--- src/rtl/an_encoder_seq.sv ---
// ---------------------------------------------------------------------------
// an_encoder_seq
//
// Purpose
//   Sequential AN-code encoder. It accepts one unsigned data word N and
//   produces the codeword W = A*N + e, reduced modulo 2^WW. The product is
//   built with a shift-add loop that walks the AW bits of the constant A, one
//   bit per clock. An optional single arithmetic-weight error e = +/-2^i can
//   be injected into the codeword. This lets the downstream single-error-
//   correcting AN decoder (which uses the same A) be exercised with known
//   faults.
//
//   Only one word is in flight at a time. A new word is accepted only in
//   IDLE. The finished codeword is held in DONE until the consumer takes it.
//
// Parameters
//   A   AN-code multiplier. Must match the decoder's A.
//   NW  data-word width.
//   AW  width of A. This is also the number of shift-add iterations.
//   WW  codeword width. Expected to be NW+AW.
//
// Ports
//   clk        single clock; all state changes on the rising edge
//   rst        synchronous, active-high reset
//   in_valid   in_data (and the injection controls) are offered
//   in_ready   block accepts a word this cycle (IDLE only)
//   in_data    unsigned data word N
//   inj_en     inject an arithmetic-weight error into this word
//   inj_sign   error polarity: 0 = +2^i, 1 = -2^i
//   inj_pos    error exponent i (ignored when i >= WW)
//   out_valid  out_data holds a finished codeword
//   out_ready  downstream consumer takes out_data
//   out_data   codeword W = A*N + e mod 2^WW
//   busy       FSM is in CALC or DONE
// ---------------------------------------------------------------------------
module an_encoder_seq #(
  parameter int A  = 6311,
  parameter int NW = 20,
  parameter int AW = 13,
  parameter int WW = 33
) (
  input  logic          clk,
  input  logic          rst,
  input  logic          in_valid,
  output logic          in_ready,
  input  logic [NW-1:0] in_data,
  input  logic          inj_en,
  input  logic          inj_sign,
  input  logic [5:0]    inj_pos,
  output logic          out_valid,
  input  logic          out_ready,
  output logic [WW-1:0] out_data,
  output logic          busy
);

  // The iteration counter only has to index the bits of A, so clog2(AW)
  // bits are enough. It may step one past AW-1 on the final edge, but it is
  // reloaded on every accept, so that extra step is harmless.
  localparam int KW = (AW > 1) ? $clog2(AW) : 1;

  // A as a bit vector, so that the shift-add loop can test one bit per
  // iteration.
  localparam logic [AW-1:0] A_BITS = AW'(A);

  typedef enum logic [1:0] {
    IDLE = 2'd0,
    CALC = 2'd1,
    DONE = 2'd2
  } state_t;

  state_t        state;
  state_t        state_next;

  logic [NW-1:0] n_q;
  logic          inj_en_q;
  logic          inj_sign_q;
  logic [5:0]    inj_pos_q;
  logic [WW-1:0] acc;
  logic [KW-1:0] k;

  logic          accept;
  logic          last_iter;
  logic [WW-1:0] n_wide;
  logic [WW-1:0] addend;
  logic [WW-1:0] acc_next;
  logic          inj_active;
  logic [WW-1:0] err_mag;
  logic [WW-1:0] coded;

  // A handshake completes only when the block is ready and the source offers
  // a word. in_ready already folds in rst, so reset wins over an accept that
  // would otherwise happen in the same cycle.
  assign accept    = in_valid && in_ready;
  assign last_iter = (k == KW'(AW - 1));

  // Shift-add datapath. Each CALC iteration adds N shifted by k, but only
  // when bit k of A is set. The sum is kept to WW bits, so everything is
  // already modulo 2^WW. The injected error is applied in the same cycle as
  // the last partial product. It is added or subtracted in WW-bit arithmetic,
  // which gives the required wrap-around with no saturation. An exponent
  // that falls outside the codeword disables the injection entirely.
  always_comb begin
    n_wide     = WW'(n_q);
    addend     = A_BITS[k] ? (n_wide << k) : '0;
    acc_next   = acc + addend;
    inj_active = inj_en_q && (int'(inj_pos_q) < WW);
    err_mag    = inj_active ? (WW'(1) << inj_pos_q) : '0;
    coded      = inj_sign_q ? (acc_next - err_mag) : (acc_next + err_mag);
  end

  // State register. Reset is synchronous and drops straight back to IDLE,
  // throwing away any word that is being computed or waiting in DONE.
  always_ff @(posedge clk) begin
    if (rst) begin
      state <= IDLE;
    end else begin
      state <= state_next;
    end
  end

  // Next-state logic. CALC runs for exactly AW edges. The edge on which
  // k == AW-1 also loads the codeword and moves to DONE. DONE waits as long
  // as needed for the consumer. Leaving DONE always goes through IDLE, so
  // back-to-back words cost AW+2 cycles each.
  always_comb begin
    state_next = state;
    unique case (state)
      IDLE: begin
        if (accept) begin
          state_next = CALC;
        end
      end
      CALC: begin
        if (last_iter) begin
          state_next = DONE;
        end
      end
      DONE: begin
        if (out_ready) begin
          state_next = IDLE;
        end
      end
      default: begin
        state_next = IDLE;
      end
    endcase
  end

  // Handshake and status outputs, decoded from the current state.
  // in_ready is also forced low while rst is high, so no source can see a
  // ready that the reset is about to override.
  always_comb begin
    in_ready  = 1'b0;
    out_valid = 1'b0;
    busy      = 1'b0;
    unique case (state)
      IDLE: begin
        in_ready = !rst;
      end
      CALC: begin
        busy = 1'b1;
      end
      DONE: begin
        out_valid = 1'b1;
        busy      = 1'b1;
      end
      default: begin
        in_ready = 1'b0;
      end
    endcase
  end

  // Word latches, accumulator, iteration counter and output register.
  // Everything the computation uses is captured only on the accept edge, so
  // later changes on the inputs cannot disturb the word in flight. out_data
  // is written only on the final CALC edge. It therefore stays stable through
  // DONE and keeps the last codeword after the handover.
  always_ff @(posedge clk) begin
    if (rst) begin
      n_q        <= '0;
      inj_en_q   <= 1'b0;
      inj_sign_q <= 1'b0;
      inj_pos_q  <= '0;
      acc        <= '0;
      k          <= '0;
      out_data   <= '0;
    end else begin
      unique case (state)
        IDLE: begin
          if (accept) begin
            n_q        <= in_data;
            inj_en_q   <= inj_en;
            inj_sign_q <= inj_sign;
            inj_pos_q  <= inj_pos;
            acc        <= '0;
            k          <= '0;
          end
        end
        CALC: begin
          acc <= acc_next;
          k   <= k + KW'(1);
          if (last_iter) begin
            out_data <= coded;
          end
        end
        DONE: begin
          acc <= acc;
        end
        default: begin
          acc <= '0;
        end
      endcase
    end
  end

endmodule

--- config.mk ---
export PLATFORM = sky130hd
export DESIGN_NAME = an_encoder_seq
export DESIGN_NICKNAME = d
export VERILOG_FILES = /design/src/rtl/an_encoder_seq.sv
export SDC_FILE = /design/constraint.sdc
export NUM_CORES = 1
export LEC_CHECK = 0
export ABC_AREA = 1
export CAP_MARGIN = 30
export CORE_UTILIZATION = 55
export DETAILED_ROUTE_END_ITERATION = 8
export GPL_ROUTABILITY_DRIVEN = 0
export PLACE_DENSITY = 0.77
export RECOVER_POWER = 50
export SYNTH_ARGS = -nofsm -noshare
export SYNTH_HDL_FRONTEND = slang
export SYNTH_SLANG_ARGS = --single-unit
export TNS_END_PERCENT = 30
--- constraint.sdc ---
create_clock -name clk -period 7.07 [get_ports clk]
set_input_delay 2.121 -clock clk [delete_from_list [all_inputs] [get_ports clk]]
set_output_delay 2.121 -clock clk [all_outputs]
set_load 0.02 [all_outputs]
# --- Word level (Yosys, flattened, before mapping) ---
# Memories as Yosys holds them, arrays and structs flattened. A register that Yosys moved wholly into a read port is not among the register bits.
# Index checks and enable logic that the tools add are counted.
totals:
  register_bits: 100
  rom_bits: 16
  inputBits: 32
  wordCells: 52
  mem_count: 1
op_classes:
  add_sub_neg: 4
  order_cmp: 2
  n_eq_ne: 6
  n_shift: 2
  muxes: 17
  bitwise: 1
  reduce_logical: 11
mem_list:
  columns: ["name", "depth", "width", "read_ports", "rd_clocked_by_memory_dff", "wr", "line_no", "source"]
  rows:
  - ["(no name shown)", 16, 1, 1, 1, 0, "104", "addend = A_BITS[k] ? (n_wide << k) : '0;"]
ops:
  columns: ["cell", "n"]
  rows:
  - ["two-way mux 33 bit", 4]
  - ["one-hot mux 33 bit (3 select lines)", 1]
  - ["adder 33 bit", 2]
  - ["left shift 1 x 6 -> 33 bit (first input constant)", 1]
  - ["left shift 20 x 4 -> 33 bit", 1]
  - ["subtractor 33 bit", 1]
  - ["two-way mux 4 bit", 3]
  - ["one-hot mux 4 bit (2 select lines)", 1]
  - ["AND reduction 2 bit", 4]
  - ["less-than comparator 6 bit (second input constant)", 1]
  - ["two-way mux 2 bit", 3]
  - ["!= test 2 bit (second input constant)", 3]
  - ["one-hot mux 2 bit (3 select lines)", 1]
  - ["less-than comparator 4 x 5 -> 1 bit (second input constant)", 1]
  - ["adder 4 x 1 -> 4 bit (second input constant)", 1]
  - ["equality test 4 bit (second input constant)", 1]
  - ["two-way mux 1 bit", 4]
  - ["AND reduction 3 bit", 1]
  - ["equality test 2 x 1 -> 1 bit (second input constant)", 1]
  - ["equality test 2 bit (second input constant)", 1]
  - ["logical AND 1 bit", 2]
  - ["logical NOT 2 bit", 1]
  - ["nonzero test 2 bit", 1]
  - ["OR reduction 2 bit", 1]
  - ["2 further kinds", 2]

# --- Logic depth before layout (Yosys ltp) ---
logic_depth:
  word_depth: 7
  mapped_depth: 35
  ltp_nobuf: 33

# --- Worst setup path after synthesis ---
# OpenSTA, ideal clock, no wires.
synth_path:
  path_kind: "input port to output port"
  startpoint: "input rst"
  endpoint: "output in_ready"
  arrival_time_ps: 2583
  path_slack_ps: 2366
  stages: 2
  path_cell_list: "clkbuf_1 -> nor2_1"
synth_via:
  elab_chain_cells: 2
synth_rtl:
  columns: ["element", "line_no", "source"]
  rows:
  - ["start: declaration", "43", "input logic rst,"]
  - ["logical NOT 1 bit", "158", "in_ready = !rst;"]
  - ["two-way mux 1 bit", "156", "unique case (state)"]
  - ["end: declaration", "45", "output logic in_ready,"]
# No other way between the ends.

==> insert_results.sql <==
INSERT INTO impl_metrics (metric_group, metric, value, unit) VALUES
('grt', 'gr-usage-all-layers', '30.2', '%'),
('routing', 'drt_wl_total', '25000', 'um'),
('critical_path', 'cp-start-kind', 'input pin', ''),
('synth', 'asyncSetResetFlopFracSynth', '0', '%'),
('critical_path', 'cp_data_arrival_time', '6220', 'ps'),
('pwr', 'leakage_power', '5.01', 'nW'),
('grt', 'grt_pass1_wl', '40200', 'um'),
('timing', 'finalSetupViolCount', '0', ''),
('placement', 'postPlaceCellArea', '9850', 'um2'),
('timing', 'clock_skew', '15.7', 'ps'),
('critical_path', 'cp_data_required_time', '7330', 'ps'),
('pwr', 'p_clk_share', '18.7', '%'),
('synth', 'number_of_standard_cells_after_synthesis', '1487', ''),
('cells_and_area', 'finalNetCount', '1626', ''),
('synth', 'synth_sequential_area_ratio', '22.4', '%'),
('placement', 'dp.final_hpwl', '19800', 'um'),
('critical_path', 'crit_path_end_kind', 'flip-flop', ''),
('clocking', 'cts_hold_repair.buffers', '0', ''),
('run_status', 'outcome', 'finished with violations', ''),
('floorplanning', 'floorplan.initialDensity', '56.7', '%'),
('routing', 'via_per_inst', '5.45', ''),
('synth', 'mappedNetlistArea', '9040', 'um2'),
('synth', 'synth.avg_cell_area', '6.08', 'um2'),
('grt', 'pin_count_of_the_biggest_net_entering_global_routing', '60', ''),
('synth', 'syn_nets', '1592', ''),
('pwr', 'p_int', '1.49', 'mW'),
('synth', 'synth_enable_flop_cells', '0', ''),
('cells_and_area', 'fill_cell_total_of_the_finished_layout', '1582', ''),
('job', 'drv.max_cap_violation_count', '1', ''),
('timing', 'worst_slew_pin_slew', '2830', 'ps'),
('routing', 'met2_length', '10800', 'um'),
('run_status', 'violations_in_the_final_reports', 'max-capacitance violations, max-slew violations', ''),
('timing', 'worst_slack', '1120', 'ps'),
('routing', 'dr.first_iter.drc_count', '918', ''),
('placement', 'pre_cts_slack', '1560', 'ps'),
('pwr', 'power.density', '286', 'nW/um2'),
('critical_path', 'critical_path.max_fanout', '59', ''),
('floorplanning', 'core_region_area', '15900', 'um2'),
('floorplanning', 'io_pins', '68', ''),
('grt', 'global_route.overflow_total', '0', ''),
('cells_and_area', 'final_util', '63.8', '%'),
('floorplanning', 'fp.dieW', '130', 'um'),
('clocking', 'h-tree-depth', '3', ''),
('timing', 'final-max-slew-violation-count', '60', ''),
('critical_path', 'worst_r2r_path_depth', '28', ''),
('routing', 'top_layer_used', 'met4', ''),
('synth', 'synthDistinctLibCells', '50', ''),
('clocking', 'max-clock-path-buffers', '2', ''),
('timing', 'hold_violations', '0', ''),
('pwr', 'post_route_total_power', '2.91', 'mW'),
('pwr', 'max-vdd-ir-drop', '0.192', 'mV'),
('pwr', 'comb_power_share', '59.4', '%'),
('routing', 'vias', '9505', ''),
('critical_path', 'worstSetupPathType', 'input pin to flip-flop', ''),
('routing', 'routedLengthMet1', '11700', 'um'),
('timing', 'grt_setup_unrepaired', 'no', ''),
('cells_and_area', 'layout-area-overhead-vs-synth', '12.4', '%'),
('timing', 'post-route-min-period', '5950', 'ps'),
('clocking', 'cts_tree', 'yes', ''),
('synth', 'yosys_register_bits', '101', ''),
('hold_path', 'hold_path_class', 'flip-flop to flip-flop', ''),
('floorplanning', 'die-area', '17000', 'um2'),
('clocking', 'worst_setup_hold_path_clk_slew', '80', 'ps'),
('routing', 'ant_nets', '0', ''),
('clocking', 'postCtsSetupRepairBufs', '0', ''),
('floorplanning', 'rows', '46', ''),
('clocking', 'clock_sinks', '101', ''),
('pwr', 'power.share.switching', '48.7', '%'),
('pwr', 'power.net_switching', '1.42', 'mW'),
('routing', 'drc', '0', ''),
('critical_path', 'minimum_setup_slack_among_reg_to_reg_paths', '1380', 'ps');
## cells in the mapped netlist (all sizes together), types with 3 or more instances
cell,instances,area share (%)
mux2i,3,0.33
a221oi,3,0.29
o21bai,4,0.37
buf,7,0.50
nor2,204,8.6
clkinv,3,0.12
nor4,3,0.21
or2,3,0.21
nand2,385,16
o21a,4,0.33
o21ai,141,7.8
nor3,17,1.1
clkbuf,44,1.8
xnor2,21,2.0
a31oi,9,0.62
inv,165,6.9
o22ai,17,1.2
a21o,8,0.66
xor2,46,4.5
o211ai,5,0.42
ha,71,9.8
nand3,47,2.7
nand4,21,1.5
a21oi,140,7.8
dfxtp,101,22
## layer usage
metal	track usage, %	vias up
met2	47.4	345
met4	11.1	0
met1	41.6	4175
met5	0	-
met3	4.96	49
li1	-	4936
## flip-flops by register name (all words and copies together), names as in the netlist, named ones only
register and cells:
inj_pos_q 6, out_data 33, acc 33, n_q 20
inj_sign_q 1, state 2, k 4, inj_en_q 1
## critical path, cell delays in order
cell and delay (ps):
clkbuf_1 90, clkbuf_1 2000, inv_1 950, buf_4 500, nand2_1 130, o21ai_0 90
mux2_2 270
## path summary, 6_finish.rpt
path,to,start
worst min register to register,n_q[3],n_q[3]
worst max register to register,out_data[28],k[2]
worst max-delay path,flip-flop,rst
worst min-delay path,n_q[3],n_q[3]
## per-stage QoR
stage / hold WS (ps) / std cells
global placement: 450 / 1725
detailed placement: 454 / 1726
floorplan: 439 / 1487
finish: 462 / 1743
CTS: 466 / 1742
global route: 483 / 1742
## logic make-up after synthesis
kind of cell / synth area share [%]
buffers and inverters: 9.30
flip-flops: 22.4
AO/OA/AOI/OAI: 20.4
AND/OR/NAND/NOR: 30.7
adder cells (fa/ha/maj): 10.3
XOR/XNOR: 6.49
multiplexers: 0.457
## cell type report
class / instances / area (um2) / area share, %
diodes: 1 / 2.50 / 0.0246
clock buffers: 9 / 225 / 2.22
clock inverters: 7 / 93.8 / 0.923
inverters: 168 / 631 / 6.20
multi-input cells: 1167 / 6190 / 60.9
flip-flops and latches: 101 / 2020 / 19.9
well taps: 216 / 270 / 2.66
repair buffers: 74 / 733 / 7.21
## cell usage in the layout (no fill, tap or decap), types with 20 or more instances in the layout
cell type	synthesis	final
clkdlybuf4s50_1	0	33
dlygate4sd3_1	0	33
inv_1	154	154
a21oi_1	140	140
nand2_1	375	375
nor2_1	201	199
dfxtp_1	101	101
nand4_1	20	20
xor2_1	46	46
nand3_1	45	45
xnor2_1	21	21
ha_1	71	71
o21ai_0	134	134
## power by group through the flow
stage | registers (mW) | logic (mW) | clock network, mW
2_1_floorplan | 0.640 | 1.29 | 0
3_3_place_gp | 0.649 | 1.63 | 0
3_5_place_dp | 0.650 | 1.68 | 0
4_1_cts | 0.637 | 1.69 | 0.552
5_1_grt | 0.642 | 1.92 | 0.576
6_report | 0.638 | 1.73 | 0.543
No activity file was read; power rests on OpenSTA's default activity.
